**src/rtl/state_readback_if.sv**
```systemverilog
// -----------------------------------------------------------------------------
// state_readback_if
//   Bundles the two buses of the state readback unit.
//   - Read side: port-A reads on the shared off-chip STATE bus
//     (rd_en / rd_addr out, rd_data back from every PE).
//   - Stream side: valid/ready word stream (valid, data, last out; ready in).
//
// Modports
//   master : the readback unit (drives rd_en/rd_addr/valid/data/last)
//   slave  : STATE memories + downstream consumer (drive rd_data/ready)
// -----------------------------------------------------------------------------
interface state_readback_if #(
    parameter int PE_NUM_WIDTH     = 2,
    parameter int STATE_ADDR_WIDTH = 16,
    parameter int STATE_DATA_WIDTH = 64
);
    localparam int NUM_PE = 2 ** PE_NUM_WIDTH;

    // Read bus towards the per-PE STATE memories
    logic                                     rd_en;
    logic [PE_NUM_WIDTH+STATE_ADDR_WIDTH-1:0] rd_addr;
    logic [NUM_PE*STATE_DATA_WIDTH-1:0]       rd_data;

    // Output word stream
    logic                        valid;
    logic                        ready;
    logic [STATE_DATA_WIDTH-1:0] data;
    logic                        last;

    modport master (
        output rd_en, rd_addr,
        input  rd_data,
        output valid, data, last,
        input  ready
    );

    modport slave (
        input  rd_en, rd_addr,
        output rd_data,
        input  valid, data, last,
        output ready
    );
endinterface

```
**src/rtl/state_readback_unit.sv**
```systemverilog
// -----------------------------------------------------------------------------
// state_readback_unit
//   Drains the per-PE STATE memories off-chip. A start walks PE 0..NUM_PE-1
//   and, inside each PE, word addresses base..base+length-1. Each word is read
//   through port A of the shared STATE bus and handed to a valid/ready stream
//   through a small credit-limited FIFO. Reads are only issued when the FIFO
//   is guaranteed to have room for them, so back-pressure never loses data.
//
// Ports
//   clk          clock, rising edge
//   rst          asynchronous reset, active high (aborts any running job)
//   i_start      start pulse, ignored while o_busy
//   i_base_addr  first word address, same for every PE
//   i_length     words per PE (0 gives an immediate o_done, no reads)
//   o_busy       high from accepted start until completion
//   o_done       one-cycle completion pulse
//   io_bus       state_readback_if.master: read bus + output stream
// -----------------------------------------------------------------------------
module state_readback_unit #(
    parameter int PE_NUM_WIDTH     = 2,
    parameter int STATE_ADDR_WIDTH = 16,
    parameter int STATE_DATA_WIDTH = 64,
    parameter int FIFO_DEPTH       = 4
) (
    input  logic                      clk,
    input  logic                      rst,
    input  logic                      i_start,
    input  logic [STATE_ADDR_WIDTH-1:0] i_base_addr,
    input  logic [STATE_ADDR_WIDTH:0] i_length,
    output logic                      o_busy,
    output logic                      o_done,
    state_readback_if.master          io_bus
);
    localparam int AW     = STATE_ADDR_WIDTH;
    localparam int DW     = STATE_DATA_WIDTH;
    localparam int PW     = PE_NUM_WIDTH;
    localparam int PTR_W  = $clog2(FIFO_DEPTH);
    localparam int CNT_W  = PTR_W + 1;
    localparam logic [AW:0] LEN_ONE = 1;

    typedef enum logic [1:0] {
        S_IDLE,
        S_RUN,
        S_DRAIN
    } state_t;

    typedef struct packed {
        logic          last;
        logic [DW-1:0] data;
    } fifo_entry_t;

    // FSM and job registers
    state_t          r_state;
    state_t          w_state_next;
    logic [AW-1:0]   r_base;
    logic [AW:0]     r_len;
    logic [PW-1:0]   r_pe;
    logic [AW:0]     r_idx;
    logic            r_done;

    // Read in flight (issued last cycle, data on i_rd_data this cycle)
    logic            r_inflight;
    logic [PW-1:0]   r_inflight_pe;
    logic            r_inflight_last;

    // Output FIFO
    fifo_entry_t     r_mem [FIFO_DEPTH];
    logic [PTR_W-1:0] r_wr_ptr;
    logic [PTR_W-1:0] r_rd_ptr;
    logic [CNT_W-1:0] r_count;

    // Combinational control
    logic            w_issue;
    logic            w_start_run;
    logic            w_start_empty;
    logic            w_finish;
    logic            w_room;
    logic            w_idx_last;
    logic            w_pe_last;
    logic            w_valid;
    logic            w_push;
    logic            w_pop;
    fifo_entry_t     w_head;
    logic [DW-1:0]   w_rd_word;

    // Credit check: the in-flight read already owns a slot, so count it too.
    // A pop in the same cycle is deliberately not credited back.
    assign w_room     = (r_count + CNT_W'(r_inflight)) < CNT_W'(FIFO_DEPTH);
    assign w_idx_last = (r_idx == r_len - LEN_ONE);
    assign w_pe_last  = &r_pe;

    assign w_head  = r_mem[r_rd_ptr];
    assign w_valid = (r_count != '0);
    assign w_push  = r_inflight;
    assign w_pop   = w_valid & io_bus.ready;

    // Returned word comes from the PE that was addressed one cycle earlier.
    assign w_rd_word = io_bus.rd_data[r_inflight_pe*DW +: DW];

    // -------------------------------------------------------------------------
    // FSM state register
    // -------------------------------------------------------------------------
    // NOTE: sequential state is updated with non-blocking assignments so every
    // flop samples pre-edge values, independent of block evaluation order.
    always_ff @(posedge clk or posedge rst) begin
        if (rst) begin
            r_state <= S_IDLE;
        end else begin
            r_state <= w_state_next;
        end
    end

    // -------------------------------------------------------------------------
    // FSM next state and per-cycle strobes
    // -------------------------------------------------------------------------
    // NOTE: every output of this block gets a default first so no path leaves
    // a variable unassigned, which would otherwise infer a latch.
    always_comb begin
        w_state_next  = r_state;
        w_issue       = 1'b0;
        w_start_run   = 1'b0;
        w_start_empty = 1'b0;
        w_finish      = 1'b0;
        unique case (r_state)
            S_IDLE: begin
                if (i_start) begin
                    if (i_length != '0) begin
                        w_start_run  = 1'b1;
                        w_state_next = S_RUN;
                    end else begin
                        w_start_empty = 1'b1;
                    end
                end
            end
            S_RUN: begin
                if (w_room) begin
                    w_issue = 1'b1;
                    if (w_pe_last && w_idx_last) begin
                        w_state_next = S_DRAIN;
                    end
                end
            end
            S_DRAIN: begin
                // Words leave in issue order, so popping the tagged last word
                // means nothing is queued or in flight any more.
                if (w_pop && w_head.last) begin
                    w_finish     = 1'b1;
                    w_state_next = S_IDLE;
                end
            end
            default: w_state_next = S_IDLE;
        endcase
    end

    // -------------------------------------------------------------------------
    // Job parameters, walk counters, in-flight tracking, done pulse
    // -------------------------------------------------------------------------
    always_ff @(posedge clk or posedge rst) begin
        if (rst) begin
            r_base          <= '0;
            r_len           <= '0;
            r_pe            <= '0;
            r_idx           <= '0;
            r_done          <= 1'b0;
            r_inflight      <= 1'b0;
            r_inflight_pe   <= '0;
            r_inflight_last <= 1'b0;
        end else begin
            r_done          <= w_start_empty | w_finish;
            r_inflight      <= w_issue;
            r_inflight_pe   <= r_pe;
            r_inflight_last <= w_pe_last & w_idx_last;
            if (w_start_run) begin
                r_base <= i_base_addr;
                r_len  <= i_length;
                r_pe   <= '0;
                r_idx  <= '0;
            end else if (w_issue) begin
                if (w_idx_last) begin
                    r_idx <= '0;
                    r_pe  <= r_pe + PW'(1);
                end else begin
                    r_idx <= r_idx + LEN_ONE;
                end
            end
        end
    end

    // -------------------------------------------------------------------------
    // Output FIFO
    // -------------------------------------------------------------------------
    always_ff @(posedge clk or posedge rst) begin
        if (rst) begin
            r_wr_ptr <= '0;
            r_rd_ptr <= '0;
            r_count  <= '0;
        end else begin
            if (w_push) r_wr_ptr <= r_wr_ptr + PTR_W'(1);
            if (w_pop)  r_rd_ptr <= r_rd_ptr + PTR_W'(1);
            if (w_push && !w_pop) begin
                r_count <= r_count + CNT_W'(1);
            end else if (w_pop && !w_push) begin
                r_count <= r_count - CNT_W'(1);
            end
        end
    end

    // NOTE: the storage array has no reset; emptiness is tracked by r_count,
    // and stale entries are never observable because outputs are gated by it.
    always_ff @(posedge clk) begin
        if (w_push) begin
            r_mem[r_wr_ptr] <= '{last: r_inflight_last, data: w_rd_word};
        end
    end

    // -------------------------------------------------------------------------
    // Outputs
    // -------------------------------------------------------------------------
    assign o_busy = (r_state != S_IDLE);
    assign o_done = r_done;

    assign io_bus.rd_en   = w_issue;
    assign io_bus.rd_addr = w_issue ? {r_pe, r_base + r_idx[AW-1:0]} : '0;

    assign io_bus.valid = w_valid;
    assign io_bus.data  = w_valid ? w_head.data : '0;
    assign io_bus.last  = w_valid & w_head.last;

endmodule

```
**src/flat_wrapper.sv**
```systemverilog
// flat-port wrapper written by rule: the top's interface ports become plain ports
module state_readback_unit_flat 
#(
    parameter int PE_NUM_WIDTH     = 2,
    parameter int STATE_ADDR_WIDTH = 16,
    parameter int STATE_DATA_WIDTH = 64,
    parameter int FIFO_DEPTH       = 4
)
  (clk, rst, i_start, i_base_addr, i_length, o_busy, o_done, io_bus_rd_en, io_bus_rd_addr, io_bus_rd_data, io_bus_valid, io_bus_data, io_bus_last, io_bus_ready);
  state_readback_if #(.PE_NUM_WIDTH(PE_NUM_WIDTH), .STATE_ADDR_WIDTH(STATE_ADDR_WIDTH), .STATE_DATA_WIDTH(STATE_DATA_WIDTH)) io_bus_i ();
  input  logic clk;
  input  logic rst;
  input  logic i_start;
  input  logic [STATE_ADDR_WIDTH-1:0] i_base_addr;
  input  logic [STATE_ADDR_WIDTH:0] i_length;
  output logic o_busy;
  output logic o_done;
  output wire logic [$bits(io_bus_i.rd_en)-1:0] io_bus_rd_en;
  output wire logic [$bits(io_bus_i.rd_addr)-1:0] io_bus_rd_addr;
  input wire logic [$bits(io_bus_i.rd_data)-1:0] io_bus_rd_data;
  output wire logic [$bits(io_bus_i.valid)-1:0] io_bus_valid;
  output wire logic [$bits(io_bus_i.data)-1:0] io_bus_data;
  output wire logic [$bits(io_bus_i.last)-1:0] io_bus_last;
  input wire logic [$bits(io_bus_i.ready)-1:0] io_bus_ready;
  assign io_bus_rd_en = io_bus_i.rd_en;
  assign io_bus_rd_addr = io_bus_i.rd_addr;
  assign io_bus_i.rd_data = io_bus_rd_data;
  assign io_bus_valid = io_bus_i.valid;
  assign io_bus_data = io_bus_i.data;
  assign io_bus_last = io_bus_i.last;
  assign io_bus_i.ready = io_bus_ready;
  state_readback_unit #(.PE_NUM_WIDTH(PE_NUM_WIDTH), .STATE_ADDR_WIDTH(STATE_ADDR_WIDTH), .STATE_DATA_WIDTH(STATE_DATA_WIDTH), .FIFO_DEPTH(FIFO_DEPTH)) u_core (.clk(clk), .rst(rst), .i_start(i_start), .i_base_addr(i_base_addr), .i_length(i_length), .o_busy(o_busy), .o_done(o_done), .io_bus(io_bus_i));
endmodule
```
**config.mk**
```make
export PLATFORM = sky130hd
export DESIGN_NAME = state_readback_unit_flat
export DESIGN_NICKNAME = d
export VERILOG_FILES = /design/src/rtl/state_readback_if.sv /design/src/rtl/state_readback_unit.sv /design/src/flat_wrapper.sv
export SDC_FILE = /design/constraint.sdc
export NUM_CORES = 1
export LEC_CHECK = 0
export ABC_AREA = 1
export BUFFER_PORTS_ARGS = -buffer_cell sky130_fd_sc_hd__buf_2
export CAP_MARGIN = 40
export CORE_UTILIZATION = 28
export CTS_BUF_LIST = sky130_fd_sc_hd__clkbuf_8
export DETAILED_ROUTE_END_ITERATION = 6
export PLACE_DENSITY_LB_ADDON = 0.2
export SLEW_MARGIN = 20
export SYNTH_ARGS = -nofsm -noshare
export SYNTH_HDL_FRONTEND = slang
export SYNTH_SLANG_ARGS = --single-unit
```
**constraint.sdc**
```tcl
create_clock -name clk -period 6.75 [get_ports clk]
set_input_delay 0.3375 -clock clk [delete_from_list [all_inputs] [get_ports clk]]
set_output_delay 0.3375 -clock clk [all_outputs]
set_load 0.01 [all_outputs]
```
# Word level (Yosys, flattened, before mapping)
# Memory sizes are Yosys's and may differ from the RTL's.
# Cells that the tools add are included.
[op_classes]
reduce_logical = 16
magnitude_cmp = 1
add_sub_neg = 9
n_mux = 28
n_eq_ne = 8
bitwise_logic = 4
n_shift = 1
[ops]
columns = ["op", "n"]
rows = [
  ["variable part select 256 x 9 -> 64 bit", 1],
  ["2-to-1 mux 64 bit", 1],
  ["2-to-1 mux 17 bit", 3],
  ["2-to-1 mux 18 bit", 1],
  ["adder 17 x 1 -> 17 bit (second input constant)", 1],
  ["equality test 17 bit", 1],
  ["nonzero test 17 bit", 1],
  ["subtractor 17 x 1 -> 17 bit (second input constant)", 1],
  ["adder 16 bit", 1],
  ["2-to-1 mux 2 bit", 8],
  ["2-to-1 mux 1 bit", 12],
  ["inequality test 2 x 1 -> 1 bit (second input constant)", 4],
  ["nonzero test 2 bit", 4],
  ["adder 2 x 1 -> 2 bit (second input constant)", 3],
  ["2-to-1 mux 3 bit", 2],
  ["case mux 2 bit (3 select lines)", 1],
  ["AND reduction 5 bit", 1],
  ["logical AND 1 bit", 4],
  ["AND reduction 2 bit", 2],
  ["adder 3 x 1 -> 3 bit", 1],
  ["adder 3 x 1 -> 3 bit (second input constant)", 1],
  ["AND 1 bit", 3],
  ["< comparator 3 bit (second input constant)", 1],
  ["nonzero test 3 bit", 1],
  ["other kinds (7)", 8],
]
[word_totals]
n_memories = 1
regBits = 66
mem_bits_rw = 260
output_inout_bits = 87
[mem_list]
columns = ["memory", "words", "width", "rd", "rd_ports_with_merged_regs", "write_ports", "line", "text"]
rows = [
  ["u_core.r_mem", 4, 65, 1, 0, 1, "state_readback_unit.sv:67", "fifo_entry_t r_mem [FIFO_DEPTH];"],
]

# Logic depth before layout (Yosys ltp)
[depth]
word_depth = 6
depth_mapped = 16

# Worst setup path before layout
# OpenSTA, ideal clock, no wires.
[synth_path]
path_kind = "reg-to-reg"
start = "register u_core.r_wr_ptr[0]"
end = "memory u_core.r_mem[2][0] in the netlist's numbering (enable)"
stages_incl_launch_ff = 5
setup_ps = 419
slack_ps = 4400
synth_period_minus_slack_ps = 2350
t_arrival_ps = 1930
cell_sequence = "dfrtp_1 -> inv_1 -> ha_1 -> nand2_1 -> inv_1"
[synth_rtl]
columns = ["element", "line", "text"]
rows = [
  ["from (decl)", "state_readback_unit.sv:68", "logic [PTR_W-1:0] r_wr_ptr;"],
  ["from (signal assigned)", "state_readback_unit.sv:198", "if (w_push) r_wr_ptr <= r_wr_ptr + PTR_W'(1);"],
  ["to (decl)", "state_readback_unit.sv:67", ""],
]
# Straight into the memory's write port.

# Worst setup path in the final report
[layout_path]
start = "register u_core.r_rd_ptr[0]"
end = "output port io_bus_last"
[layout_between]
elab_chain_cells = 2
[layout_rtl]
columns = ["element", "line", "text"]
rows = [
  ["from (decl)", "state_readback_unit.sv:69", "logic [PTR_W-1:0] r_rd_ptr;"],
  ["from (signal assigned)", "state_readback_unit.sv:199", "if (w_pop) r_rd_ptr <= r_rd_ptr + PTR_W'(1);"],
  ["memory read (4 x 65 bit)", "n/a", ""],
  ["AND 1 bit", "state_readback_unit.sv:227", "assign io_bus.last = w_valid & w_head.last;"],
  ["to (decl)", "flat_wrapper.sv:23", "output wire logic [$bits(io_bus_i.last)-1:0] io_bus_last;"],
]
# Every way passes these cells.

==> results.sh <==
export IMPL_status="finished, final reports clean"
export IMPL_clkTransAtPathRegs_ns=0.06
export IMPL_synth_fp_nets=2100
export IMPL_cts_buffer_depth=3
export IMPL_setup_viol=0
export IMPL_synthTopCellsByArea="edfxtp_1 48%, nor2_1 10%, dfrtp_1 10%, o21ai_0 8.9%, nand2_1 4.3%"
export IMPL_r2r_cells=8
export IMPL_core_area_sq_um=57700
export IMPL_postCtsSetupBuffers=0
export IMPL_irDropWorstVdd_uv=195.4
export IMPL_start_util=0.2829
export IMPL_io_pins=380
export IMPL_io_buffers=379
export IMPL_hp_class="primary input to flop"
export IMPL_fmax_mhz=271.6
export IMPL_antenna_left=0
export IMPL_cts_hold_buf=34
export IMPL_fin_crit_sh=0.5455
export IMPL_avgSynthCellArea_sq_um=9.160
export IMPL_path_buf_inv=4
export IMPL_grt_pass1_vias=13844
export IMPL_min_delay_path_depth=3
export IMPL_fin_util=0.3560
export IMPL_yosys_register_bits=326
export IMPL_numCtsBuffers=57
export IMPL_critPathTopFamily="buffers and inverters"
export IMPL_tritoncts="yes"
export IMPL_finalHoldViolCount=0
export IMPL_place_area_sq_um=19090
export IMPL_drt_initial_drc_count=832
export IMPL_root_buffer="clkbuf_8"
export IMPL_synthCells=1782
export IMPL_cts_resized_gates=0
export IMPL_hpwl_mm=38.91
export IMPL_crit_required_ns=6.41
export IMPL_via_count=14268
export IMPL_nets=2492
export IMPL_antenna_found_initial=6
export IMPL_layout_setup_ws_ns=3.068
export IMPL_crit_type="flop to output port"
export IMPL_dpl_worst_slack_ns=3.398
export IMPL_wl_per_cell_um=19.00
export IMPL_timing_slew_headroom=0.4384
export IMPL_crit_path_cell_trace="clkinv_2, buf_4, buf_16, nand2_1, a32o_1, nor2_1, buf_2"
export IMPL_fp_row_count=88
export IMPL_yosysTopAreaCell="edfxtp_1"
export IMPL_yosysUniqueCellTypes=39
export IMPL_timing_max_cap_violations=0
export IMPL_leakagePower_nw=8.455
export IMPL_timing_final_crit_period_ns=3.682
export IMPL_area_delta_synth_final_pct=25.83
export IMPL_cts_sinks=326
export IMPL_cp_end_kind="output port"
export IMPL_rsz0062_at_grt="no"
export IMPL_finClkSkew_ns=0.03093
export IMPL_p_per_area_nw_per_um2=454.7
export IMPL_via_per_inst=4.769
export IMPL_final_layout_size_suffix_gt1_frac=0.2310
export IMPL_yosysTopAreaCellShare=0.4783
export IMPL_grt_overflow_total=0
export IMPL_grt_use_total=0.1868
export IMPL_grt_max_degree=79
export IMPL_yosysWarnings=0
export IMPL_gp_congestion=0.8967
export IMPL_setup_tns_final_ns=0
export IMPL_die_h_um=243.4
export IMPL_start_kind="flop"
export IMPL_worst_slew_pin_slew_ns=0.8346
export IMPL_die_w_um=243.4
export IMPL_critPathMaxStageDelay_ns=0.69
export IMPL_grt_pass1_wl_mm=84.08
export IMPL_arrival_ns=3.34
export IMPL_cts_max_level=2
export IMPL_fin_area_sq_um=20540
export IMPL_fillers=5962
export IMPL_die_area_sq_um=59270
export IMPL_clk_latency_ns=0.66
export IMPL_yosysSeqAreaShare=0.5795
export IMPL_dr_pass1_iters=5
export IMPL_slowest_stage="dfrtp_4"
export IMPL_worstPathMaxFanout=67
export IMPL_post_route_drc_count=0
export IMPL_path_depth=7
export IMPL_finalMaxSlewViolations=0
export IMPL_netlist_area_sq_um=16320
export IMPL_drt_wl_total_mm=56.84
[tightest hold or removal path, cell delays in order]
cell and delay (ns):
buf_2 0.08, inv_1 0.08, o21ai_0 0.18
[flip-flops by register name (all words and copies together), names as in the netlist]
register                count
u_core.o_done               1
u_core.r_inflight_last      1
u_core.r_pe                 2
u_core.r_len               17
u_core.r_idx               17
u_core.r_state              2
u_core.r_count              3
u_core.r_inflight_pe        2
u_core.r_wr_ptr             2
u_core.r_inflight           1
u_core.r_rd_ptr             2
u_core.r_mem              260
u_core.r_base              16
[final cells by class]
class,instances,area [sq um],share of cell area
multi-input combinational,1265,6141,0.2990
antenna,6,15.01,0.0007310
sequential,326,9469,0.4610
tap,765,957.2,0.04660
timing repair buffer,437,2547,0.1240
clock buffer,62,853.3,0.04154
inverter,87,334.1,0.01626
clock inverter,44,222.7,0.01084
[logic make-up after synthesis]
group	Yosys count	share of synthesized area
compound gates	471	0.1522
xor+xnor	34	0.01824
fa+ha+maj	25	0.02008
buf+inv	191	0.04461
flops	326	0.5795
mux	1	0.0006898
simple gates	734	0.1847
[routing by layer]
layer,share of wire,vias up,global-route usage
met5,0,-,0
met1,0.43,6764,0.2361
met4,0.032,0,0.06955
met3,0.067,85,0.03701
met2,0.47,462,0.3142
li1,-,6957,-
[power by group]
part           leakage (nW)  internal [mW]  total, mW  switching [mW]
combinational          4.61           1.30       4.24            2.94
clock                 0.622          0.885       1.72           0.832
sequential             3.22           3.08       3.39           0.306
[cells in the final DEF, fill, tap and decap left out, types with 42 or more instances in the layout]
master      n
clkbuf_8   62
o22ai_1    65
buf_2     379
dfrtp_1    62
inv_1      94
edfxtp_1  260
a21oi_1    96
nand2_1   187
nand3_1    42
o21ai_0   291
nor2_1    443
[cells in the mapped netlist (all sizes together)]
cell type  instances
a21o               2
a21oi             96
a32o               1
and2               3
buf               16
clkbuf            88
clkinv             2
dfrtp             66
edfxtp           260
fa                 2
ha                23
inv               85
mux2               1
nand2            192
nand3             45
nand3b             4
nand4             20
nor2             456
nor3               7
nor4               5
o211ai             1
o21ai            293
o21bai            12
o22ai             65
o31ai              1
or2                2
xnor2             11
xor2              23
[path summary, 6_finish.rpt]
path / startpoint / to / slack, ns
worst min register to register: u_core.r_pe[1] / u_core.r_inflight_pe[1] / 0.48
min in group asynchronous: rst / u_core.r_len[7] / 0.23
worst max register to register: u_core.r_rd_ptr[0] / u_core.o_done / 3.75
max in group asynchronous: rst / u_core.r_rd_ptr[0] / 5.94
worst max-delay path: u_core.r_rd_ptr[0] / io_bus_last / 3.07
worst min-delay path: i_length[16] / u_core.r_len[16] / 0.07
[stage by stage]
| stage | instances | hold WS [ns] | power, mW |
|---|---|---|---|
| floorplan | 1782 | 0.3978 | 5.868 |
| global placement | 2837 | 0.4351 | 7.618 |
| detailed placement | 2845 | 0.3600 | 7.723 |
| CTS | 2985 | 0.003170 | 9.501 |
| global route | 2988 | 0.03233 | 10.05 |
| finish | 2992 | 0.06579 | 9.340 |
Power figures use the tool's default switching activity.
